**src/rtl/fetch_pkg.sv**
```systemverilog
// Shared types and constants for the instruction-fetch front end.
// Exports: PC_INC, NOP_INSTR, FETCH_XLEN and the prefetch entry type fetch_entry_t.
package fetch_pkg;

    localparam int          PC_INC     = 4;
    localparam logic [31:0] NOP_INSTR  = 32'h00000013;
    localparam int          FETCH_XLEN = 32;

    typedef struct packed {
        logic [FETCH_XLEN-1:0] pc;
        logic [31:0]           instr;
        logic                  misalign;
    } fetch_entry_t;

endpackage

```
**src/rtl/fetch_fifo.sv**
```systemverilog
// Synchronous prefetch FIFO of fetch entries with synchronous flush and an occupancy count.
// Ports: CLK, RSTn (async, active-low), flush, push/din, pop/dout, empty, count.
module fetch_fifo
    import fetch_pkg::*;
#(
    parameter int  DEPTH   = 4,
    parameter type entry_t = fetch_entry_t
) (
    input  logic                   CLK,
    input  logic                   RSTn,
    input  logic                   flush,
    input  logic                   push,
    input  entry_t                 din,
    input  logic                   pop,
    output entry_t                 dout,
    output logic                   empty,
    output logic [$clog2(DEPTH):0] count
);

    localparam int AW = $clog2(DEPTH);
    localparam int CW = AW + 1;

    entry_t         mem [DEPTH];
    logic [AW-1:0]  wr_ptr;
    logic [AW-1:0]  rd_ptr;
    logic           full;
    logic           wr;
    logic           rd;

    assign empty = (count == '0);
    assign full  = (count == CW'(DEPTH));
    assign wr    = push && !flush && !full;
    assign rd    = pop && !flush && !empty;
    assign dout  = mem[rd_ptr];

    // Storage carries no reset; only pointers and count define validity.
    always_ff @(posedge CLK) begin
        if (wr) begin
            mem[wr_ptr] <= din;
        end
    end

    always_ff @(posedge CLK or negedge RSTn) begin
        if (!RSTn) begin
            wr_ptr <= '0;
            rd_ptr <= '0;
            count  <= '0;
        end else if (flush) begin
            wr_ptr <= '0;
            rd_ptr <= '0;
            count  <= '0;
        end else begin
            if (wr) begin
                wr_ptr <= wr_ptr + 1'b1;
            end
            if (rd) begin
                rd_ptr <= rd_ptr + 1'b1;
            end
            unique case ({wr, rd})
                2'b10:   count <= count + 1'b1;
                2'b01:   count <= count - 1'b1;
                default: count <= count;
            endcase
        end
    end

endmodule

```
**src/rtl/fetch_unit.sv**
```systemverilog
// Instruction-fetch front end: PC/issue over req/gnt+rvalid, prefetch FIFO, decode handshake.
// Ports: CLK, RSTn, br_en/br_addr, imem_req/addr/gnt/rvalid/rdata, if_valid/ready/pc/instr.
// Optional FETCH_MISALIGN_CHK_EN adds if_misalign and misaligned-redirect handling.
module fetch_unit
    import fetch_pkg::*;
#(
    parameter int              XLEN       = 32,
    parameter logic [XLEN-1:0] RESET_PC   = '0,
    parameter int              FIFO_DEPTH = 4
) (
    input  logic            CLK,
    input  logic            RSTn,
    input  logic            br_en,
    input  logic [XLEN-1:0] br_addr,
    output logic            imem_req,
    output logic [XLEN-1:0] imem_addr,
    input  logic            imem_gnt,
    input  logic            imem_rvalid,
    input  logic [31:0]     imem_rdata,
    output logic            if_valid,
    input  logic            if_ready,
    output logic [XLEN-1:0] if_pc,
    output logic [31:0]     if_instr
`ifdef FETCH_MISALIGN_CHK_EN
    ,
    output logic            if_misalign
`endif
);

    localparam int CW = $clog2(FIFO_DEPTH) + 1;

    typedef struct packed {
        logic [XLEN-1:0] pc;
        logic [31:0]     instr;
        logic            misalign;
    } entry_t;

    logic [XLEN-1:0] pc_q;
    logic [XLEN-1:0] resp_pc_q;
    logic [XLEN-1:0] br_tgt;
    logic [CW-1:0]   outst_q;
    logic [CW-1:0]   kill_cnt_q;
    logic [CW-1:0]   fifo_cnt;
    logic [CW:0]     inflight;
    logic            started_q;
    logic            credit_ok;
    logic            halt;
    logic            fire;
    logic            rsp_keep;
    logic            push;
    logic            pop;
    logic            fifo_empty;
    entry_t          din;
    entry_t          head;

`ifdef FETCH_MISALIGN_CHK_EN
    logic halt_q;
    logic mis_pend_q;
    logic br_mis;

    assign br_tgt = br_addr;
    assign br_mis = br_en && (br_addr[1:0] != 2'b00);
    assign halt   = halt_q;

    // A misaligned target halts fetch and queues one marker entry,
    // pushed the cycle after the redirect once the FIFO is flushed.
    always_ff @(posedge CLK or negedge RSTn) begin
        if (!RSTn) begin
            halt_q     <= 1'b0;
            mis_pend_q <= 1'b0;
        end else if (br_en) begin
            halt_q     <= br_mis;
            mis_pend_q <= br_mis;
        end else begin
            mis_pend_q <= 1'b0;
        end
    end

    // Marker push never meets a kept response: every response still in
    // flight at the misaligned redirect is on the kill count.
    assign push = rsp_keep || mis_pend_q;

    always_comb begin
        din = '{pc: resp_pc_q, instr: imem_rdata, misalign: 1'b0};
        if (mis_pend_q) begin
            din = '{pc: pc_q, instr: NOP_INSTR, misalign: 1'b1};
        end
    end

    assign if_misalign = !fifo_empty && head.misalign;
`else
    logic unused_bits;

    assign unused_bits = ^{br_addr[1:0], head.misalign};
    assign br_tgt      = {br_addr[XLEN-1:2], 2'b00};
    assign halt        = 1'b0;
    assign push        = rsp_keep;
    assign din         = '{pc: resp_pc_q, instr: imem_rdata, misalign: 1'b0};
`endif

    // Credit covers both in-flight and buffered fetches, so a kept
    // response always finds a free FIFO slot.
    assign inflight  = {1'b0, outst_q} + {1'b0, fifo_cnt};
    assign credit_ok = inflight < (CW + 1)'(FIFO_DEPTH);

    // started_q keeps the request low in the first cycle after reset.
    assign imem_req  = started_q && !br_en && !halt && credit_ok;
    assign imem_addr = pc_q;
    assign fire      = imem_req && imem_gnt;
    assign rsp_keep  = imem_rvalid && (kill_cnt_q == '0) && !br_en;

    assign if_valid  = !fifo_empty && !br_en;
    assign pop       = if_valid && if_ready;
    assign if_pc     = fifo_empty ? RESET_PC : head.pc;
    assign if_instr  = fifo_empty ? 32'h0 : head.instr;

    always_ff @(posedge CLK or negedge RSTn) begin
        if (!RSTn) begin
            started_q <= 1'b0;
            pc_q      <= RESET_PC;
            resp_pc_q <= RESET_PC;
        end else begin
            started_q <= 1'b1;
            if (br_en) begin
                pc_q      <= br_tgt;
                resp_pc_q <= br_tgt;
            end else begin
                if (fire) begin
                    pc_q <= pc_q + XLEN'(PC_INC);
                end
                if (rsp_keep) begin
                    resp_pc_q <= resp_pc_q + XLEN'(PC_INC);
                end
            end
        end
    end

    always_ff @(posedge CLK or negedge RSTn) begin
        if (!RSTn) begin
            outst_q <= '0;
        end else begin
            unique case ({fire, imem_rvalid})
                2'b10:   outst_q <= outst_q + 1'b1;
                2'b01:   outst_q <= outst_q - 1'b1;
                default: outst_q <= outst_q;
            endcase
        end
    end

    // On redirect every fetch still outstanding after this cycle is
    // stale; a response arriving in the redirect cycle is dropped here.
    always_ff @(posedge CLK or negedge RSTn) begin
        if (!RSTn) begin
            kill_cnt_q <= '0;
        end else begin
            unique case (1'b1)
                br_en:
                    kill_cnt_q <= outst_q - CW'(imem_rvalid);
                (!br_en && imem_rvalid && kill_cnt_q != '0):
                    kill_cnt_q <= kill_cnt_q - 1'b1;
                default:
                    kill_cnt_q <= kill_cnt_q;
            endcase
        end
    end

    fetch_fifo #(
        .DEPTH   (FIFO_DEPTH),
        .entry_t (entry_t)
    ) u_fifo (
        .CLK   (CLK),
        .RSTn  (RSTn),
        .flush (br_en),
        .push  (push),
        .din   (din),
        .pop   (pop),
        .dout  (head),
        .empty (fifo_empty),
        .count (fifo_cnt)
    );

endmodule

```
**config.mk**
```make
export PLATFORM = sky130hd
export DESIGN_NAME = fetch_unit
export DESIGN_NICKNAME = d
export VERILOG_FILES = /design/src/rtl/fetch_pkg.sv /design/src/rtl/fetch_fifo.sv /design/src/rtl/fetch_unit.sv
export SDC_FILE = /design/constraint.sdc
export NUM_CORES = 1
export LEC_CHECK = 0
export ABC_AREA = 1
export ABC_CLOCK_PERIOD_IN_PS = 5550
export CAP_MARGIN = 10
export CORE_AREA = 2 2 184 204
export CTS_CLUSTER_SIZE = 25
export DETAILED_ROUTE_END_ITERATION = 10
export DIE_AREA = 0 0 186 206
export PLACE_DENSITY = 0.65
export SLEW_MARGIN = 25
export SYNTH_ARGS = -nofsm -noshare
export SYNTH_HDL_FRONTEND = slang
export SYNTH_SLANG_ARGS = --single-unit
```
**constraint.sdc**
```tcl
create_clock -name CLK -period 5.55 [get_ports CLK]
set_input_delay 1.665 -clock CLK [delete_from_list [all_inputs] [get_ports CLK]]
set_output_delay 1.665 -clock CLK [all_outputs]
set_load 0.005 [all_outputs]
```
### Word-level counts from Yosys, hierarchy flattened

Memories as Yosys holds them, arrays and structs flattened.
Index checks and enable logic that the tools add are counted.

* flip-flop bits (word level): 78
* memory bits (writable): 256
* input port bits: 70
* output and inout bits: 98
* word-level logic and storage cells: 68
* memories: 1

Memory list
* u_fifo.mem: depth 4, width 64, read ports 1, clocked after memory_dff 0, write ports 1, RTL line fetch_fifo.sv:23 `entry_t mem [DEPTH];`

* $add $sub $neg: 11
* order comparisons: 1
* equal/unequal tests: 5
* multiplexer cells: 16
* reductions and logical operators: 26

Operator list (count)
* 32-bit 2-to-1 mux: 6
* 32-bit by 3-bit adder with 32-bit output (second input constant): 2
* 3-bit one-hot mux with 2 select lines: 3
* 1-bit logical AND: 13
* 2-bit nonzero test: 6
* 3-bit by 1-bit subtractor with 3-bit output (second input constant): 3
* 2-bit 2-to-1 mux: 4
* 3-bit by 1-bit adder with 3-bit output (second input constant): 2
* 3-bit logical NOT: 2
* 3-bit nonzero test: 2
* 2-bit by 1-bit adder with 2-bit output (second input constant): 2
* 3-bit by 3-bit adder with 4-bit output: 1
* 2-bit by 1-bit == test with 1-bit output (second input constant): 2
* 2-bit == test (second input constant): 2
* 4-bit by 3-bit < comparator with 1-bit output (second input constant): 1
* 3-bit == test (second input constant): 1
* 1-bit logical NOT: 3
* 3-bit 2-to-1 mux: 1
* 3-bit by 1-bit subtractor with 3-bit output: 1
* 1-bit 2-to-1 mux: 2

### Depth between registers and ports, before layout

* depth after elaboration: 9
* gate-level depth with buffers: 14
* mapped depth without buffers: 14

### By module

From an unflattened synthesis, not the netlist that was laid out.

* cell total of the unflattened synthesis: 1511
* area total of the unflattened synthesis: 15212.1 um^2

By module, submodules not included
* fetch_fifo: instances 1, cells each 694, area each 10025.9 um^2, sequential area each 7982.7 um^2
* fetch_unit: instances 1, cells each 817, area each 5186.2 um^2, sequential area each 1676.6 um^2

### Worst setup path after synthesis

Ideal clock, no wire load.

* path type: input to register
* from: in br_en
* to: mem u_fifo.mem[0][0] in the netlist's numbering, enable pin
* setup time: 0.482 ns
* arrival time: 4.794 ns
* data required time: 5.068 ns
* setup slack: 0.274 ns
* stages on the path: 4
* buffers on the path: 1
* path through: buf_6 -> nor2_2 -> nand2_4 -> nor2_1

* word-level cells in the longest chain between the ends: 6

RTL lines
* start, declared: RTL line fetch_unit.sv:13 `input logic br_en,`
* 1-bit logical NOT (*): RTL line fetch_fifo.sv:32, fetch_unit.sv:110
* 1-bit logical AND: RTL line fetch_unit.sv:110 `assign rsp_keep = imem_rvalid && (kill_cnt_q == '0) && !br_en;`
* 1-bit logical AND (*) (2 in series): RTL line fetch_fifo.sv:32 `assign wr = push && !flush && !full;`
* 1-bit 2-to-1 mux (*): RTL line fetch_fifo.sv:38 `if (wr) begin`
* 1-bit 2-to-1 mux (implied by the code) (*): RTL line fetch_fifo.sv:39 `mem[wr_ptr] <= din;`
* end, declared: RTL line fetch_fifo.sv:23

Mark *: on every way between the ends. The rest lies on a longest branch, timed or not.

### Worst setup path after layout

* from: reg u_fifo.rd_ptr[0]
* to: out if_instr[9]

* word-level cells in the longest chain between the ends: 2

RTL lines
* start, declared: RTL line fetch_fifo.sv:25 `logic [AW-1:0] rd_ptr;`
* start signal, assigned: RTL line fetch_fifo.sv:57 `rd_ptr <= rd_ptr + 1'b1;`
* memory read 4 x 64 bit
* 32-bit 2-to-1 mux: RTL line fetch_unit.sv:115 `assign if_instr = fifo_empty ? 32'h0 : head.instr;`
* end, declared: RTL line fetch_unit.sv:23 `output logic [31:0] if_instr`

Every way passes these cells.

==> impl_metrics.tcl <==
set metrics [dict create \
    grt_max_degree 75 \
    cts.clk_slew.worst_paths_ns 0.06 \
    tightest_slew_ns 1.01 \
    synthMuxAreaShare 0 \
    synthAdderAreaFrac 0.0138 \
    grt_pass1_vias 10800 \
    gp_congestion 0.911 \
    root_buffer "clkbuf_16" \
    internal-power_mw 5.27 \
    worst-path-max-fanout 55 \
    p_per_area_nw_per_um2 429 \
    synth_edf_count 248 \
    power_frac_comb 0.302 \
    cts_tree "yes" \
    cp.arrival_ns 2.98 \
    io_pins 168 \
    cp.required_ns 3.88 \
    post-place-cells 2122 \
    clkPwrFrac 0.301 \
    syn_inst 1511 \
    pwr-share-seq 0.397 \
    drt-vias-per-instance 5.02 \
    clock_skew_ns 0.0306 \
    peakVddDrop_v 0.000230 \
    r2r_start "u_fifo.count[0]" \
    cts_resized 0 \
    cts_buffers 36 \
    hold_class "reg -> reg" \
    final_hold_viol_count 0 \
    startpoint "u_fifo.rd_ptr[0]" \
    finalCritPeriodShare 0.837 \
    path_cells "buf_4 > nor2_1 > nor2_1 > o21ai_0 > a21oi_1 > clkdlybuf4s50_1" \
    outcome "finished clean" \
    n_antenna_cell 0 \
    crit_top_cell "nor2_1" \
    crit_family "buffers and inverters" \
    fin_crit_ns 4.65 \
    startpoint_type "flop" \
    slowest_stage "dfrtp_4" \
    wire_per_inst_um 16.9 \
    fmax_mhz 215 \
    synth-seq-cells 322 \
    dp_hpwl_um 23100 \
    numPortBuffers 161 \
    setup_viol 0 \
    synthFlopType "edfxtp_1" \
    syn-cell-area_um2 14700 \
    cts_setup_buffers 0 \
    grt-ovfl-total 0 \
    critical_path.max_stage_delay_ns 0.82 \
    totalWireLength_um 36800 \
    min_from "outst_q[0]" \
    postRouteAntennaNets 0 \
    synth_top_area_share 0.507 \
    yosys.area.top_type "edfxtp_1" \
    clock_latency_ns 0.52 \
    cts_buffer_depth 3 \
    synth_top_family_by_area "simple AND/OR/NAND/NOR gates" \
    die_w_um 186 \
    leakage_nw 6.76 \
    avgSynthCellArea_um2 9.72 \
    report.final.slew_viol_count 0 \
    vias 11000 \
    synth-xor-area-share 0.0155 \
    fin_nets 1751 \
    final_cells 2186 \
    crit_type "reg -> out" \
    cap_viol_max_count 0 \
    clock_sinks 322 \
    route.detailed.drc 0 \
    ys_warn_count 0 \
    synth-compound-area-share 0.0856 \
    die_area_um2 38300 \
    drtIter0Drc 666 \
    power_switching_mw 2.45 \
    layout-drive-gt1-share 0.0550 \
    synth-simple-area-share 0.207 \
    syn_to_final_growth_pct 22.7 \
    setup_tns_ns 0 \
    first_pass_iters 5 \
    slew_headroom 0.324 \
    core-area_um2 36600 \
    gr-usage-all-layers 0.192 \
    grt_pass1_wl_um 57200 \
    rsz0062_at_grt "false" \
    antenna_found_initial 0 \
    chipHeight_um 206 \
    hold_buffers 0 \
    cp_num_buf_inv 2 \
    htreeDepth 2 \
    endpoint_kind "output pin" \
    synth_area_leaders "edfxtp_1, dfrtp_1, nor2_1, nand2_1, o21ai_0" \
    start_util 0.402 \
    ys_types 38 \
    switching_share 0.318 \
    rows 74 \
    seq_area_frac_synth 0.633 \
    async_reset_ff_frac 0.230 \
]
per-stage QoR:
step | setup WS [ns] | instance area (um2) | power [mW] | utilization | hold slack (ns)
after floorplan | 0.274 | 14700 | 4.20 | - | 0.459
after detailed placement | 1.12 | 16900 | 5.48 | 0.461 | 0.502
after CTS | 0.856 | 18000 | 7.81 | 0.493 | 0.510
after global placement | 1.12 | 16900 | 5.43 | 0.461 | 0.476
after global routing | 0.697 | 18000 | 8.17 | 0.493 | 0.532
final | 0.904 | 18000 | 7.72 | 0.493 | 0.503
cells in the mapped netlist, types with 3 or more instances:
cell        n
edfxtp_1  248
inv_1      86
buf_2       8
nand4_1    10
nor2_1    341
xnor2_1     9
buf_6       3
o21ai_0   142
nand2_1   285
dfrtp_1    74
nand2_2     3
a21oi_1    74
nor3_1     14
o211ai_1   15
clkbuf_1   42
nand3_1    77
buf_4       6
ha_1       13
nand3b_1   11
xor2_1     17
buf_1       8
inv_2       3
cell families (layout without fill, tap and decap cells):
| group | Yosys count | after routing |
|---|---|---|
| other | 2 | 5 |
| buffers and inverters | 157 | 335 |
| XOR/XNOR | 26 | 26 |
| adder cells (fa/ha/maj) | 15 | 15 |
| AO/OA/AOI/OAI | 239 | 239 |
| flip-flops | 322 | 322 |
| AND/OR/NAND/NOR | 750 | 750 |
final cells by class:
cell class	count	area (um2)
clock buffers	49	990
clock inverters	15	170
fillers	3311	18600
inverters	90	339
multi-input cells	1035	4790
flip-flops and latches	322	9300
well taps	494	618
repair buffers	181	1810
final timing paths:
path | cells after the start | slack, ns | to
max | 6 | 0.90 | if_instr[9]
max reg2reg | 11 | 2.75 | u_fifo.count[2]
min in group asynchronous | 1 | 1.18 | imem_addr[26]
min reg2reg | 1 | 0.50 | outst_q[0]
max in group asynchronous | 1 | 3.73 | u_fifo.rd_ptr[0]
min | 1 | 0.50 | outst_q[0]
placed cells by master (no fill, tap or decap), types with 9 or more instances in the layout:
cell	n
nor3_1	14
clkdlybuf4s50_1	159
ha_1	13
nand4_1	10
nand3b_1	11
nand3_1	77
edfxtp_1	248
a21oi_1	74
xnor2_1	9
nand2_1	285
o211ai_1	15
inv_1	86
buf_4	16
dfrtp_1	72
xor2_1	17
nor2_1	337
clkbuf_1	9
o21ai_0	142
clkbuf_16	36
sequential cells by signal, summed over array words and instances (netlist names):
name / count
u_fifo.mem: 248
kill_cnt_q: 3
started_q: 1
u_fifo.wr_ptr: 2
imem_addr: 30
outst_q: 3
u_fifo.rd_ptr: 2
u_fifo.count: 3
resp_pc_q: 30
per-layer routing:
metal | routed length (um) | GRT usage | vias to the layer above
li1 | - | - | 5393
met1 | 16000 | 0.252 | 5218
met2 | 17800 | 0.332 | 328
met3 | 2400 | 0.0314 | 45
met4 | 666 | 0.0484 | 0
met5 | 0 | 0 | -
worst register-to-register path: cells and delay by family (launching register included):
kind	cells	cell delay, ns
xor gates and xnor gates	2	0.33
adders and majority gates	1	0.37
buffers and inverters	2	0.17
DFF	1	0.41
and+or+nand+nor	6	1.47
power by group through the flow:
stage	Clock, mW	Combinational, mW	Sequential, mW
after floorplan	0	1.23	2.97
after global placement	0	2.33	3.10
after detailed placement	0	2.37	3.11
after CTS	2.37	2.38	3.06
after global routing	2.47	2.61	3.10
final	2.32	2.34	3.07
No activity file was read; power rests on OpenSTA's default activity.
